<file path="src/rtl/param_stack.sv">
// Parametrised LIFO return-address stack with registered top-of-stack, count, flags and sticky faults.
// Latency: one cycle; every output is registered or decoded from registered count, with no input-to-output path.
// Backpressure: none; a push when full or a pop when empty is refused, sets a sticky flag and freezes the stack until clear/rst.
module param_stack #(
    parameter int WIDTH = 16,
    parameter int DEPTH = 16,
    localparam int CNT_W = $clog2(DEPTH + 1)
) (
    input  logic             clk,
    input  logic             rst,
    input  logic             push,
    input  logic             pop,
    input  logic             clear,
    input  logic [WIDTH-1:0] data_in,
    output logic [WIDTH-1:0] data_out,
    output logic [CNT_W-1:0] count,
    output logic             empty,
    output logic             full,
    output logic             overflow,
    output logic             underflow,
    output logic             fault
);

    // Address width for the storage array; count is one bit wider when DEPTH is a power of two.
    localparam int AW = (DEPTH > 1) ? $clog2(DEPTH) : 1;

    typedef enum logic {
        ST_RUN   = 1'b0,
        ST_FAULT = 1'b1
    } state_e;

    logic [WIDTH-1:0] mem_q [DEPTH];

    state_e           state_q, state_d;
    logic [CNT_W-1:0] count_q, count_d;
    logic [WIDTH-1:0] data_q,  data_d;
    logic             ovf_q,   ovf_d;
    logic             udf_q,   udf_d;

    logic             wr_en;
    logic [AW-1:0]    wr_addr;
    logic [AW-1:0]    push_idx;
    logic [AW-1:0]    top_idx;
    logic [AW-1:0]    below_idx;
    logic             is_empty;
    logic             is_full;

    // push_idx is only used when not full, top_idx only when not empty,
    // below_idx only when count >= 2, so none of them ever reaches DEPTH.
    assign push_idx  = AW'(count_q);
    assign top_idx   = AW'(count_q - CNT_W'(1));
    assign below_idx = AW'(count_q - CNT_W'(2));
    assign is_empty  = (count_q == '0);
    assign is_full   = (count_q == CNT_W'(DEPTH));

    // Next-state decode: clear beats a frozen FAULT state, which beats push/pop.
    always_comb begin
        state_d = state_q;
        count_d = count_q;
        data_d  = data_q;
        ovf_d   = ovf_q;
        udf_d   = udf_q;
        wr_en   = 1'b0;
        wr_addr = push_idx;

        if (clear) begin
            state_d = ST_RUN;
            count_d = '0;
            data_d  = '0;
            ovf_d   = 1'b0;
            udf_d   = 1'b0;
        end else if (state_q == ST_RUN) begin
            unique case ({push, pop})
                2'b10: begin
                    if (is_full) begin
                        ovf_d   = 1'b1;
                        state_d = ST_FAULT;
                    end else begin
                        wr_en   = 1'b1;
                        wr_addr = push_idx;
                        count_d = count_q + CNT_W'(1);
                        data_d  = data_in;
                    end
                end
                2'b01: begin
                    if (is_empty) begin
                        udf_d   = 1'b1;
                        state_d = ST_FAULT;
                    end else begin
                        count_d = count_q - CNT_W'(1);
                        // The entry below the popped one becomes the new top.
                        data_d  = (count_q >= CNT_W'(2)) ? mem_q[below_idx] : '0;
                    end
                end
                2'b11: begin
                    wr_en  = 1'b1;
                    data_d = data_in;
                    if (is_empty) begin
                        // Nothing to replace: store as a push but still flag the bad pop.
                        wr_addr = push_idx;
                        count_d = CNT_W'(1);
                        udf_d   = 1'b1;
                        state_d = ST_FAULT;
                    end else begin
                        wr_addr = top_idx;
                    end
                end
                default: ;
            endcase
        end
    end

    // Control and output registers, including the RUN/FAULT state.
    always_ff @(posedge clk or posedge rst) begin
        if (rst) begin
            state_q <= ST_RUN;
            count_q <= '0;
            data_q  <= '0;
            ovf_q   <= 1'b0;
            udf_q   <= 1'b0;
        end else begin
            state_q <= state_d;
            count_q <= count_d;
            data_q  <= data_d;
            ovf_q   <= ovf_d;
            udf_q   <= udf_d;
        end
    end

    // Entry storage; contents are meaningless above count, so no reset.
    always_ff @(posedge clk) begin
        if (wr_en) begin
            mem_q[wr_addr] <= data_in;
        end
    end

    assign data_out  = data_q;
    assign count     = count_q;
    assign empty     = is_empty;
    assign full      = is_full;
    assign overflow  = ovf_q;
    assign underflow = udf_q;
    assign fault     = (state_q == ST_FAULT);

endmodule

</file>
<file path="config.mk">
export PLATFORM = sky130hd
export DESIGN_NAME = param_stack
export DESIGN_NICKNAME = d
export VERILOG_FILES = /design/src/rtl/param_stack.sv
export SDC_FILE = /design/constraint.sdc
export NUM_CORES = 1
export LEC_CHECK = 0
export ABC_AREA = 1
export CORE_AREA = 2 2 229 231
export DETAILED_ROUTE_END_ITERATION = 16
export DIE_AREA = 0 0 231 233
export HOLD_SLACK_MARGIN = 0.12
export PLACE_DENSITY_LB_ADDON = 0.12
export SYNTH_ARGS = -nofsm -noshare
export SYNTH_HDL_FRONTEND = slang
export SYNTH_SLANG_ARGS = --single-unit
</file>
<file path="constraint.sdc">
create_clock -name clk -period 3 [get_ports clk]
set_input_delay 0.6 -clock clk [delete_from_list [all_inputs] [get_ports clk]]
set_output_delay 0.6 -clock clk [all_outputs]
set_load 0.02 [all_outputs]
</file>
Word-level counts from Yosys, hierarchy flattened

Memory sizes are Yosys's and may differ from the RTL's.
Index checks and enable logic that the tools add are counted.

Register bits: 24
Memory bits (writable): 256
Input port bits: 21
Output and inout bits: 26
Word-level logic and storage cells: 64
Memories: 1

Memories:

| name  | depth | width | rd ports | clocked after memory_dff | write ports | RTL line | RTL |
|---|---|---|---|---|---|---|---|
| mem_q | 16    | 16    | 1        | 0                        | 1           | 32       | `logic [WIDTH-1:0] mem_q [DEPTH];` |

Add/sub/neg operators: 3
Order comparisons: 1
Equality and inequality tests: 8
Multiplexer cells: 35
Reductions and logical operators: 11

Operators by type and width:

| kind                  | count |
|---|---|
| $mux W16              | 5 |
| $pmux W16 S3          | 1 |
| $mux W5               | 5 |
| $mux W1               | 17 |
| $mux W4               | 4 |
| $pmux W5 S3           | 1 |
| $ne A3 B3 Y1 const B  | 3 |
| $reduce_bool A2 Y1    | 4 |
| $reduce_and A3 Y1     | 2 |
| $add A5 B1 Y5 const B | 1 |
| $eq A5 B5 Y1 const B  | 1 |
| $ge A5 B2 Y1 const B  | 1 |
| $logic_not A5 Y1      | 1 |
| $reduce_and A5 Y1     | 1 |
| $sub A5 B1 Y5 const B | 1 |
| $eq A2 B2 Y1 const B  | 2 |
| $pmux W1 S2           | 2 |
| $reduce_and A4 Y1     | 1 |
| $reduce_bool A4 Y1    | 1 |
| $sub A4 B2 Y4 const B | 1 |
| $eq A2 B1 Y1 const B  | 1 |
| $ne A2 B2 Y1 const B  | 1 |
| $reduce_or A2 Y1      | 1 |

Longest topological paths before layout

Gate-level depths: netlist (run 1).

Depth after elaboration: 7
Mapped depth: 14
Gate-level depth less buffers: 11

Worst setup path after synthesis (run 1)

No wires, ideal clock.

Kind: register to register
From: reg count_q[1], in the netlist count[1]
To: mem mem_q[4][0], enable pin
Library setup time: 0.388 ns
Arrival: 2.619 ns
Data required time: 2.612 ns
Setup slack: -0.007 ns
Stages on the path, launching flop included: 12
Buffers on the path: 2
Period minus slack after synthesis: 3.007 ns
Cell sequence: dfrtp_1 > inv_1 > buf_2 > buf_2 > ha_1 > xnor2_4 > a21oi_1 > nand2_1 > o21ai_2 > inv_1 > nand3_1 > nor2_1

Word-level cells in the longest chain between the ends: 7
Elaborated cells between the ends (all ways): 13
Those cells by class: add/sub: 1; eq/ne: 1; mux: 10; reduce/logical: 1

RTL lines:

| item                          | RTL line | RTL |
|---|---|---|
| from (decl)                   | 35       | `logic [CNT_W-1:0] count_q, count_d;` |
| from (signal assigned)        | 123      | `count_q <= count_d;` |
| $eq A5 B5 Y1                  | 54       | `assign is_full = (count_q == CNT_W'(DEPTH));` |
| $mux W1                       | 75       | `if (is_full) begin` |
| $pmux W1 S2                   | 73       | `unique case ({push, pop})` |
| $mux W1                       | 72       | `end else if (state_q == ST_RUN) begin` |
| $mux W1                       | 66       | `if (clear) begin` |
| $mux W1                       | 132      | `if (wr_en) begin` |
| $mux W1 (implied by the code) | 133      | `mem_q[wr_addr] <= data_in;` |
| to (decl)                     | 32       |  |

Several ways; a longest one is shown, not always the timed one.

Worst setup path after layout (run 1)

From: reg count_q[0], in the netlist count[0]
To: out count[0]

RTL lines:

| item      | RTL line | RTL |
|---|---|---|
| to (decl) | 16       | `output logic [CNT_W-1:0] count,` |

No word-level cell between the ends.

==> results of run 1 <==
-- cells in the mapped netlist, drive strengths merged --
| cell type | n |
|---|---|
| clkbuf | 7 |
| nand4 | 1 |
| ha | 11 |
| o21ai | 9 |
| clkinv | 1 |
| xnor2 | 3 |
| a32o | 1 |
| dfrtp | 24 |
| inv | 218 |
| o22ai | 3 |
| buf | 52 |
| o211ai | 1 |
| nor2 | 24 |
| edfxtp | 256 |
| xor2 | 3 |
| a21oi | 3 |
| nand2 | 466 |
| nand3 | 202 |
-- worst paths after layout --
| path | start | end | slack [ns] | cells after the start |
|---|---|---|---|---|
| max | count[0] | count[0] | 0.15 | 2 |
| min | data_out[7] | data_out[7] | 0.48 | 2 |
| max reg2reg | count[1] | mem_q[7][11] | 0.44 | 10 |
| min reg2reg | data_out[7] | data_out[7] | 0.48 | 2 |
| max in group asynchronous | rst | data_out[6] | 1.88 | 3 |
| min in group asynchronous | rst | data_out[3] | 0.51 | 2 |
-- power groups by stage --
stage / Sequential (uW) / Combinational [uW] / Clock [uW]
detailed placement: 4570 / 3520 / 0
global route: 4500 / 3840 / 4230
global placement: 4570 / 3560 / 0
CTS: 4490 / 3540 / 4090
floorplan: 4620 / 2110 / 0
finish: 4490 / 3460 / 3950
-- cell type report --
type | count | share of cell area, %
Timing Repair Buffer | 100 | 7.203
Inverter | 219 | 5.372
Clock buffer | 44 | 5.844
Sequential cell | 280 | 53.95
Multi-Input combinational cell | 727 | 21.15
Tap cell | 680 | 5.535
Clock inverter | 16 | 0.9442
-- worst register-to-register path: stages, from the launching register on --
cell     delay [ns]
dfrtp_2        0.37
inv_2          0.06
ha_1           0.27
xnor2_4        0.53
a21oi_1        0.18
nand2_1        0.11
o21ai_2        0.07
inv_1          0.07
nand3_1        0.19
nor2_2         0.24
buf_12         0.18
-- metrics by stage --
| step | hold WS [ns] | total power [uW] |
|---|---|---|
| global placement | 0.4740 | 8128 |
| finish | 0.4796 | 11900 |
| global route | 0.5106 | 12580 |
| CTS | 0.4863 | 12120 |
| detailed placement | 0.4715 | 8092 |
| floorplan | 0.5836 | 6731 |
-- sequential cells by signal (all words and copies together) (netlist names) --
signal / cells
data_out: 16
mem_q: 256
fault: 1
underflow: 1
count: 5
overflow: 1
-- logic make-up after synthesis --
group                    share of synthesized area (%)
AO/OA/AOI/OAI                                   0.8288
XOR/XNOR                                        0.5625
adder cells (fa/ha/maj)                          1.085
buffers and inverters                            9.314
flip-flops                                       65.36
AND/OR/NAND/NOR                                  22.85
-- per-layer routing --
| metal | global-route usage, % | routed length [um] |
|---|---|---|
| met5 | 0 | 0 |
| met4 | 4.637 | 931 |
| met3 | 2.463 | 1316 |
| met2 | 25.49 | 18950 |
| met1 | 19.04 | 17670 |
==> out/metrics.csv, run 1 <==
stage,metric,value,unit
run_status,status,"finished, final reports clean",
critical_path,max incr delay on CP,0.72,ns
final_layout,final cell count without fillers,2066,
placed_design,placed cell area,0.01433,sq mm
final_layout,ant diodes,0,
timing,RSZ-0062 raised after global routing,false,
timing,setup_tns,0,ns
clocking,"Reg clk slew, reported paths",0.05,ns
critical_path,Setup crit start kind,register,
critical_path,CP Buf/Inv Count,2,
power_and_ir_drop,Max IR drop VDD,0.4000,mV
placed_design,Placer Congestion,0.7537,
power_and_ir_drop,switching power total,4178,uW
critical_path,WS Path Type,reg -> out,
final_layout,most frequent cells in the layout,"464 x nand2_1, 256 x edfxtp_1, 212 x inv_1",
floorplan,Die Y,233,um
synth,synth top area cells,"edfxtp_1 61%, nand2_1 14%, nand3_1 7.9%",
final_layout,cell area after layout,0.01537,sq mm
synth,Synth warnings,0,
power_and_ir_drop,PwrDens,774.3,mW/mm^2
power_and_ir_drop,Logic pwr share,29.1,%
synth,"Distinct cells, synth",30,
synth,sequential share of the synthesized area,65.36,%
global_routing,largest net degree at the start of global routing,84,
synth,syn avg cell area,9.868,sq um
global_routing,total grt overflow,0,
synth,register bit total from synthesis,280,
floorplan,IO Pins,47,
global_routing,initial antenna violation count,1,
clocking,cts hold-fix bufs,0,
detailed_routing,vias per cell,4.192,
power_and_ir_drop,Leakage,0.006539,uW
global_routing,wire length of the first global-routing pass,58340,um
power_and_ir_drop,total internal power,7725,uW
synth,largest area contributor in the netlist,edfxtp_1,
critical_path,Crit-path slowest cell,clkdlybuf4s50_1,
placed_design,DP HPWL,24950,um
final_layout,Register Area,0.008293,sq mm
clocking,Post-CTS Resized,1,
synth,"Cell Area, Synth",0.01268,sq mm
clocking,maximum clock path buffer count,3,
hold_path,HP Class,reg -> reg,
timing,FMAX,351.3,MHz
placed_design,DP Cell Count,2006,
floorplan,die area,0.05382,sq mm
final_layout,final-stage net count,1394,
detailed_routing,Via Count,8660,
final_layout,area growth from synthesis to layout,21.22,%
timing,Rel. slew slack,39.31,%
critical_path,crit-path max FO,50,
timing,Setup WS post-layout,0.1532,ns
clocking,TritonCTS Buffers,34,
critical_path,"Cell Chain, Critical Path",buf_4 -> clkdlybuf4s50_1,
timing,Slew @ Worst Pin,0.9104,ns
floorplan,die extent in x,231,um
detailed_routing,routed wire length per instance,18.81,um
floorplan,core area,0.05109,sq mm
final_layout,area of the multi-input gates,0.003252,sq mm
clocking,post-CTS setup buffers,0,
detailed_routing,iteration count of the initial detailed-routing pass,5,
critical_path,Setup crit end kind,output pin,
timing,endpoints failing hold,0,
power_and_ir_drop,Reg power frac,37.7,%
global_routing,number of global-route vias before repair,8972,
detailed_routing,Iteration-0 DRC Markers,498,
clocking,worst skew pair latency,0.56,ns
timing,fin. max-slew vios,0,
final_layout,"most common cell after layout, fill and taps aside",nand2_1,
detailed_routing,routed wire length,38860,um
placed_design,PortBufs,46,
critical_path,"Arr. time, crit path",2.25,ns
global_routing,GRT Total Usage,14.84,%
detailed_routing,drc violations,0,
synth,Post-Synthesis Net Count,1317,
detailed_routing,remaining antenna violation count after routing,0,
timing,fin crit period,2.847,ns
synth,share of the synthesized area in the top cell type,60.62,%
clocking,CTS tree,built,
timing,fin crit share,94.89,%
final_layout,fillers,5415,
final_layout,layout cell share with drive strength beyond 1,9.668,%
floorplan,Cell Rows,83,
power_and_ir_drop,net switching share of the total power,35.10,%
floorplan,Initial Utilization,24.82,%
synth,Syn Inst Count,1285,
clocking,CTS Root Cell,clkbuf_16,
run,Max-Cap Viols,0,
placed_design,Place WS,0.09538,ns
timing,# setup viols final,0,
critical_path,Top delay family on crit path,buffers and inverters,
timing,Fin Clk Skew,0.02635,ns
clocking,TritonCTS Sinks,280,
clocking,H-tree depth,2,
final_layout,Final Core Density,30.09,%
power_and_ir_drop,Clock Power Share,33.2,%
critical_path,"Req. time, crit path",2.40,ns
Power figures use the tool's default switching activity.
==> run 2: changes to the inputs <==
CORE_AREA = 2 2 187 281   (was 2 2 229 231)
CTS_CLUSTER_DIAMETER = 150   (was unset)
DIE_AREA = 0 0 189 283   (was 0 0 231 233)
==> out/metrics.csv, run 2 (synthesis gave the netlist of run 1 again) <==
stage,metric,value,unit,change
timing,# setup viols final,0,,unchanged
detailed_routing,Via Count,8743,,+0.96%
critical_path,critical path endpoint,empty,,
critical_path,CP Depth,5,,+3
final_layout,layout cell share with drive strength beyond 1,10.34,%,+0.67 points
critical_path,CP Buf/Inv Count,3,,+1
placed_design,DP HPWL,26930,um,+7.9%
timing,endpoints failing hold,0,,unchanged
power_and_ir_drop,PwrDens,753.9,mW/mm^2,-2.6%
clocking,"Reg clk slew, reported paths",0.06,ns,about the same
final_layout,"most common cell after layout, fill and taps aside",nand2_1,,
final_layout,largest register by flop count,mem_q,,
floorplan,Initial Utilization,24.78,%,-0.040 points
floorplan,Cell Rows,102,,+23%
floorplan,core area,0.05118,sq mm,+0.16%
critical_path,"Arr. time, crit path",2.25,ns,about the same
timing,Slew @ Worst Pin,0.9067,ns,-0.003695 ns
final_layout,area of the multi-input gates,0.003252,sq mm,unchanged
final_layout,ant diodes,0,,unchanged
floorplan,Die Y,283,um,+21%
placed_design,placed cell area,0.01436,sq mm,+0.23%
clocking,TritonCTS Sinks,280,,unchanged
clocking,TritonCTS Buffers,29,,-15%
final_layout,final-stage net count,1404,,+0.72%
critical_path,Register-to-Register Path Depth,9,,-1
final_layout,cell area after layout,0.01527,sq mm,-0.65%
critical_path,Setup crit start,count[0],,
timing,fin crit period,2.845,ns,-0.001360 ns
critical_path,WS Path Type,reg -> out,,
clocking,worst skew pair latency,0.58,ns,+0.02 ns
critical_path,Critical R2R Capture,mem_q[14][5],,
detailed_routing,vias per cell,4.226,,+0.81%
clocking,cts hold-fix bufs,0,,unchanged
placed_design,Placer Congestion,0.8002,,+6.2%
timing,RSZ-0062 raised after global routing,false,,
final_layout,fillers,5308,,-2.0%
clocking,CTS tree,built,,
critical_path,max incr delay on CP,0.61,ns,-0.11 ns
power_and_ir_drop,Max IR drop VDD,0.4815,mV,+20%
hold_path,HP Class,reg -> reg,,
critical_path,"Cell Chain, Critical Path",inv_4 -> ha_1 -> nand3_4 -> inv_1 -> clkdlybuf4s50_1,,
detailed_routing,Iteration-0 DRC Markers,548,,+10%
detailed_routing,iteration count of the initial detailed-routing pass,5,,unchanged
timing,fin. max-slew vios,0,,unchanged
global_routing,total grt overflow,0,,unchanged
clocking,H-tree depth,1,,-1
final_layout,most frequent cells in the layout,"464 x nand2_1, 256 x edfxtp_1, 212 x inv_1",,
critical_path,crit-path max FO,5,,-90%
floorplan,die area,0.05349,sq mm,-0.62%
power_and_ir_drop,Leakage,0.006533,uW,-0.10%
critical_path,Top delay family on crit path,buffers and inverters,,
timing,FMAX,351.4,MHz,about the same
timing,Hold Slack,0.4802,ns,+0.0005970 ns
critical_path,"Req. time, crit path",2.40,ns,about the same
final_layout,Register Area,0.008293,sq mm,unchanged
global_routing,largest net degree at the start of global routing,112,,+33%
clocking,maximum clock path buffer count,3,,unchanged
final_layout,max reg flops,256,,unchanged
clocking,CTS Root Cell,clkbuf_16,,
global_routing,initial antenna violation count,0,,-1
run,Max-Cap Viols,0,,unchanged
critical_path,register-to-register setup slack,0.44,ns,about the same
detailed_routing,routed wire length,39920,um,+2.7%
clocking,post-CTS setup buffers,0,,unchanged
global_routing,number of global-route vias before repair,8858,,-1.3%
critical_path,Setup crit end kind,output pin,,
floorplan,IO Pins,47,,unchanged
placed_design,PortBufs,46,,unchanged
timing,Rel. slew slack,39.55,%,+0.25 points
critical_path,Crit-path slowest cell,clkdlybuf4s50_1,,
critical_path,Worst R2R Start,count[2],,
critical_path,Setup crit start kind,register,,
floorplan,die extent in x,189,um,-18%
final_layout,area growth from synthesis to layout,20.43,%,
timing,Fin Clk Skew,0.02695,ns,+0.0005958 ns
detailed_routing,drc violations,0,,unchanged
global_routing,wire length of the first global-routing pass,59060,um,+1.2%
global_routing,GRT Total Usage,14.97,%,+0.13 points
clocking,Post-CTS Resized,0,,-1
detailed_routing,routed wire length per instance,19.29,um,+2.6%
run_status,status,"finished, final reports clean",,
timing,fin crit share,94.85,%,about the same
detailed_routing,remaining antenna violation count after routing,0,,unchanged
-- run 2: through the flow --
stage	worst slack [ns]	utilization [%]	total power (uW)	setup TNS, ns	instances
finish	0.1546	29.84	11510	0	2069
global route	0.06730	29.84	12160	0	2069
CTS	0.1074	29.84	11720	0	2069
detailed placement	-0.1402	28.05	8110	-4.573	2017
global placement	-0.08841	28.05	8119	-1.678	2017
floorplan	-0.007201	-	6731	-0.4608	1285
-- run 2: cell type report --
class	count	share of cell area [%]
sequential	280	54.30
multi-input combinational	727	21.29
timing repair buffer	115	7.472
tap	676	5.538
inverter	219	5.407
clock buffer	34	4.875
clock inverter	18	1.114
-- run 2: power breakdown --
group | leakage (uW) | switching [uW] | internal, uW | total (uW)
sequential | 0.00262 | 69.8 | 4410 | 4480
clock | 0.000444 | 1540 | 2020 | 3570
combinational | 0.00346 | 2440 | 1020 | 3460
total | 0.00653 | 4060 | 7460 | 11500
-- run 2: tightest hold or removal path, stage by stage (launching register included) --
cell	delay, ns
dfrtp_1	0.34
nand2_1	0.05
nand2_1	0.05
-- run 2: how the worst min path moves through the flow --
stage            startpoint           end  slack, ns  cells after the start
3_5_place_dp   data_out[13]  data_out[13]       0.47                      2
4_1_cts        data_out[13]  data_out[13]       0.49                      2
6_report       data_out[15]  data_out[15]       0.48                      2
2_1_floorplan  data_out[10]  data_out[10]       0.58                      2
5_1_grt        data_out[15]  data_out[15]       0.50                      2
3_3_place_gp   data_out[11]  data_out[11]       0.46                      2
-- run 2: layer usage --
layer | up-vias | GRT usage [%] | share of wire [%]
met5 | - | 0 | 0
met2 | 167 | 28.34 | 54
met1 | 4248 | 17.60 | 40
met4 | 0 | 4.043 | 2.2
met3 | 43 | 1.734 | 3.5
li1 | 4285 | - | -
==> run 3: changes to the inputs <==
CTS_BUF_LIST = sky130_fd_sc_hd__clkbuf_2   (was unset)
==> out/metrics.csv, run 3 (synthesis gave the netlist of run 1 again) <==
stage,metric,value,unit,change
critical_path,max incr delay on CP,0.54,ns,-0.07 ns
final_layout,max reg flops,256,,unchanged
final_layout,fillers,5396,,+1.7%
critical_path,Crit-path slowest cell,dfrtp_4,,
timing,fin. max-slew vios,0,,unchanged
detailed_routing,remaining antenna violation count after routing,0,,unchanged
timing,Slew @ Worst Pin,0.8963,ns,-0.01037 ns
detailed_routing,iteration count of the initial detailed-routing pass,6,,+1
floorplan,Die Y,283,um,unchanged
timing,Hold Slack,0.3401,ns,-0.1401 ns
power_and_ir_drop,Reg power frac,41.6,%,+2.7 points
clocking,CTS tree,built,,
detailed_routing,Via Count,9004,,+3.0%
critical_path,"Req. time, crit path",2.40,ns,about the same
power_and_ir_drop,switching power total,4173,uW,+2.9%
timing,Fin Clk Skew,0.1218,ns,+0.09488 ns
clocking,H-tree depth,3,,+2
final_layout,final-stage net count,1447,,+3.1%
hold_path,HP Class,in -> reg,,
power_and_ir_drop,PwrDens,714.8,mW/mm^2,-5.2%
critical_path,Setup crit end kind,output pin,,
final_layout,"most common cell after layout, fill and taps aside",nand2_1,,
floorplan,IO Pins,47,,unchanged
floorplan,core area,0.05118,sq mm,unchanged
power_and_ir_drop,net switching share of the total power,38.75,%,+3.5 points
timing,Rel. slew slack,40.25,%,+0.69 points
floorplan,die extent in x,189,um,unchanged
critical_path,WS Path Type,reg -> out,,
run_status,status,"finished, final reports clean",,
run,Max-Cap Viols,0,,unchanged
placed_design,Place WS,-0.1402,ns,unchanged
critical_path,Setup crit start kind,register,,
global_routing,wire length of the first global-routing pass,59930,um,+1.5%
final_layout,cell area after layout,0.01506,sq mm,-1.4%
power_and_ir_drop,total internal power,6595,uW,-12%
power_and_ir_drop,Logic pwr share,32.2,%,+2.1 points
timing,fin crit share,93.89,%,-0.95 points
final_layout,layout cell share with drive strength beyond 1,14.77,%,+4.4 points
placed_design,DP Cell Count,2017,,unchanged
detailed_routing,Iteration-0 DRC Markers,507,,-7.5%
floorplan,Initial Utilization,24.78,%,unchanged
global_routing,total grt overflow,0,,unchanged
timing,# setup viols final,0,,unchanged
clocking,TritonCTS Buffers,71,,+140%
final_layout,final cell count without fillers,2146,,+3.7%
clocking,"Reg clk slew, reported paths",0.11,ns,+0.05 ns
final_layout,Final Core Density,29.44,%,-0.41 points
global_routing,GRT Total Usage,15.40,%,+0.42 points
detailed_routing,drc violations,0,,unchanged
floorplan,Cell Rows,102,,unchanged
power_and_ir_drop,Max IR drop VDD,0.5020,mV,+4.3%
final_layout,most frequent cells in the layout,"464 x nand2_1, 256 x edfxtp_1, 212 x inv_1",,
global_routing,initial antenna violation count,1,,+1
detailed_routing,vias per cell,4.196,,-0.71%
global_routing,largest net degree at the start of global routing,112,,unchanged
timing,Setup WS post-layout,0.1832,ns,+0.02861 ns
placed_design,PortBufs,46,,unchanged
clocking,post-CTS setup buffers,0,,unchanged
clocking,maximum clock path buffer count,3,,unchanged
final_layout,area growth from synthesis to layout,18.80,%,
power_and_ir_drop,Clock Power Share,26.2,%,-4.8 points
placed_design,placed cell area,0.01436,sq mm,unchanged
critical_path,"Arr. time, crit path",2.22,ns,-0.03 ns
final_layout,largest register by flop count,mem_q,,
placed_design,DP HPWL,26930,um,unchanged
clocking,TritonCTS Sinks,280,,unchanged
power_and_ir_drop,Leakage,0.006607,uW,+1.1%
critical_path,"Cell Chain, Critical Path",inv_4 -> ha_2 -> nand3_2 -> inv_2 -> clkdlybuf4s15_2,,
timing,FMAX,355.0,MHz,+1.0%
clocking,worst skew pair latency,0.98,ns,+0.40 ns
clocking,CTS Root Cell,clkbuf_2,,
detailed_routing,routed wire length per instance,18.90,um,-2.0%
critical_path,crit-path max FO,4,,-1
timing,RSZ-0062 raised after global routing,false,,
floorplan,die area,0.05349,sq mm,unchanged
timing,fin crit period,2.817,ns,-0.02861 ns
timing,endpoints failing hold,0,,unchanged
detailed_routing,routed wire length,40560,um,+1.6%
global_routing,number of global-route vias before repair,9315,,+5.2%
placed_design,Placer Congestion,0.8002,,unchanged
[run 3: area by class of cell]
type                       instances  area, sq um  area share [%]
clock buffer                     102        510.5           3.389
tap                              676        845.8           5.615
inverter                         219        825.8           5.482
timing repair buffer             116         1150           7.633
antenna                            1        2.502         0.01661
multi-input combinational        727         3254           21.60
sequential                       280         8294           55.06
clock inverter                    25        181.4           1.204
[run 3: power groups by stage]
| stage | logic, uW | registers [uW] | clock network [uW] |
|---|---|---|---|
| 2_1_floorplan | 2110 | 4620 | 0 |
| 3_3_place_gp | 3550 | 4570 | 0 |
| 3_5_place_dp | 3540 | 4570 | 0 |
| 4_1_cts | 3540 | 4480 | 2980 |
| 5_1_grt | 3840 | 4500 | 3140 |
| 6_report | 3470 | 4480 | 2820 |
[run 3: repair_timing]
action	in CTS	in global routing
endpoints found under the hold margin	16	0
endpoints found under the setup margin	4	0
gates resized for setup	11	0
hold buffers	1	0
[run 3: layer usage]
metal | part of all wire (%) | global-route usage, %
met1 | 39 | 17.09
met3 | 4.3 | 2.948
met4 | 4.0 | 7.598
met5 | 0 | 0
met2 | 53 | 27.83
[run 3: worst paths after layout]
kind / slack (ns) / cells past startpoint / to / start
min: 0.34 / 2 / fault / clear
max in group asynchronous: 1.70 / 3 / count[0] / rst
min reg2reg: 0.49 / 2 / data_out[15] / data_out[15]
max reg2reg: 0.44 / 9 / mem_q[14][6] / count[2]
max: 0.18 / 5 / full / count[0]
min in group asynchronous: 0.64 / 3 / data_out[6] / rst
[run 3: critical path, delay by kind of cell, from the launching register on]
kind | cells | cell delay [ns]
DFF | 1 | 0.54
and+or+nand+nor | 1 | 0.10
buffers and inverters | 3 | 0.43
adders and majority gates | 1 | 0.21
[run 3: through the flow]
stage,setup TNS (ns),total power [uW]
after floorplan,-0.4608,6731
after global placement,-1.678,8119
after detailed placement,-4.573,8110
after CTS,0,11000
after global routing,0,11480
final,0,10770
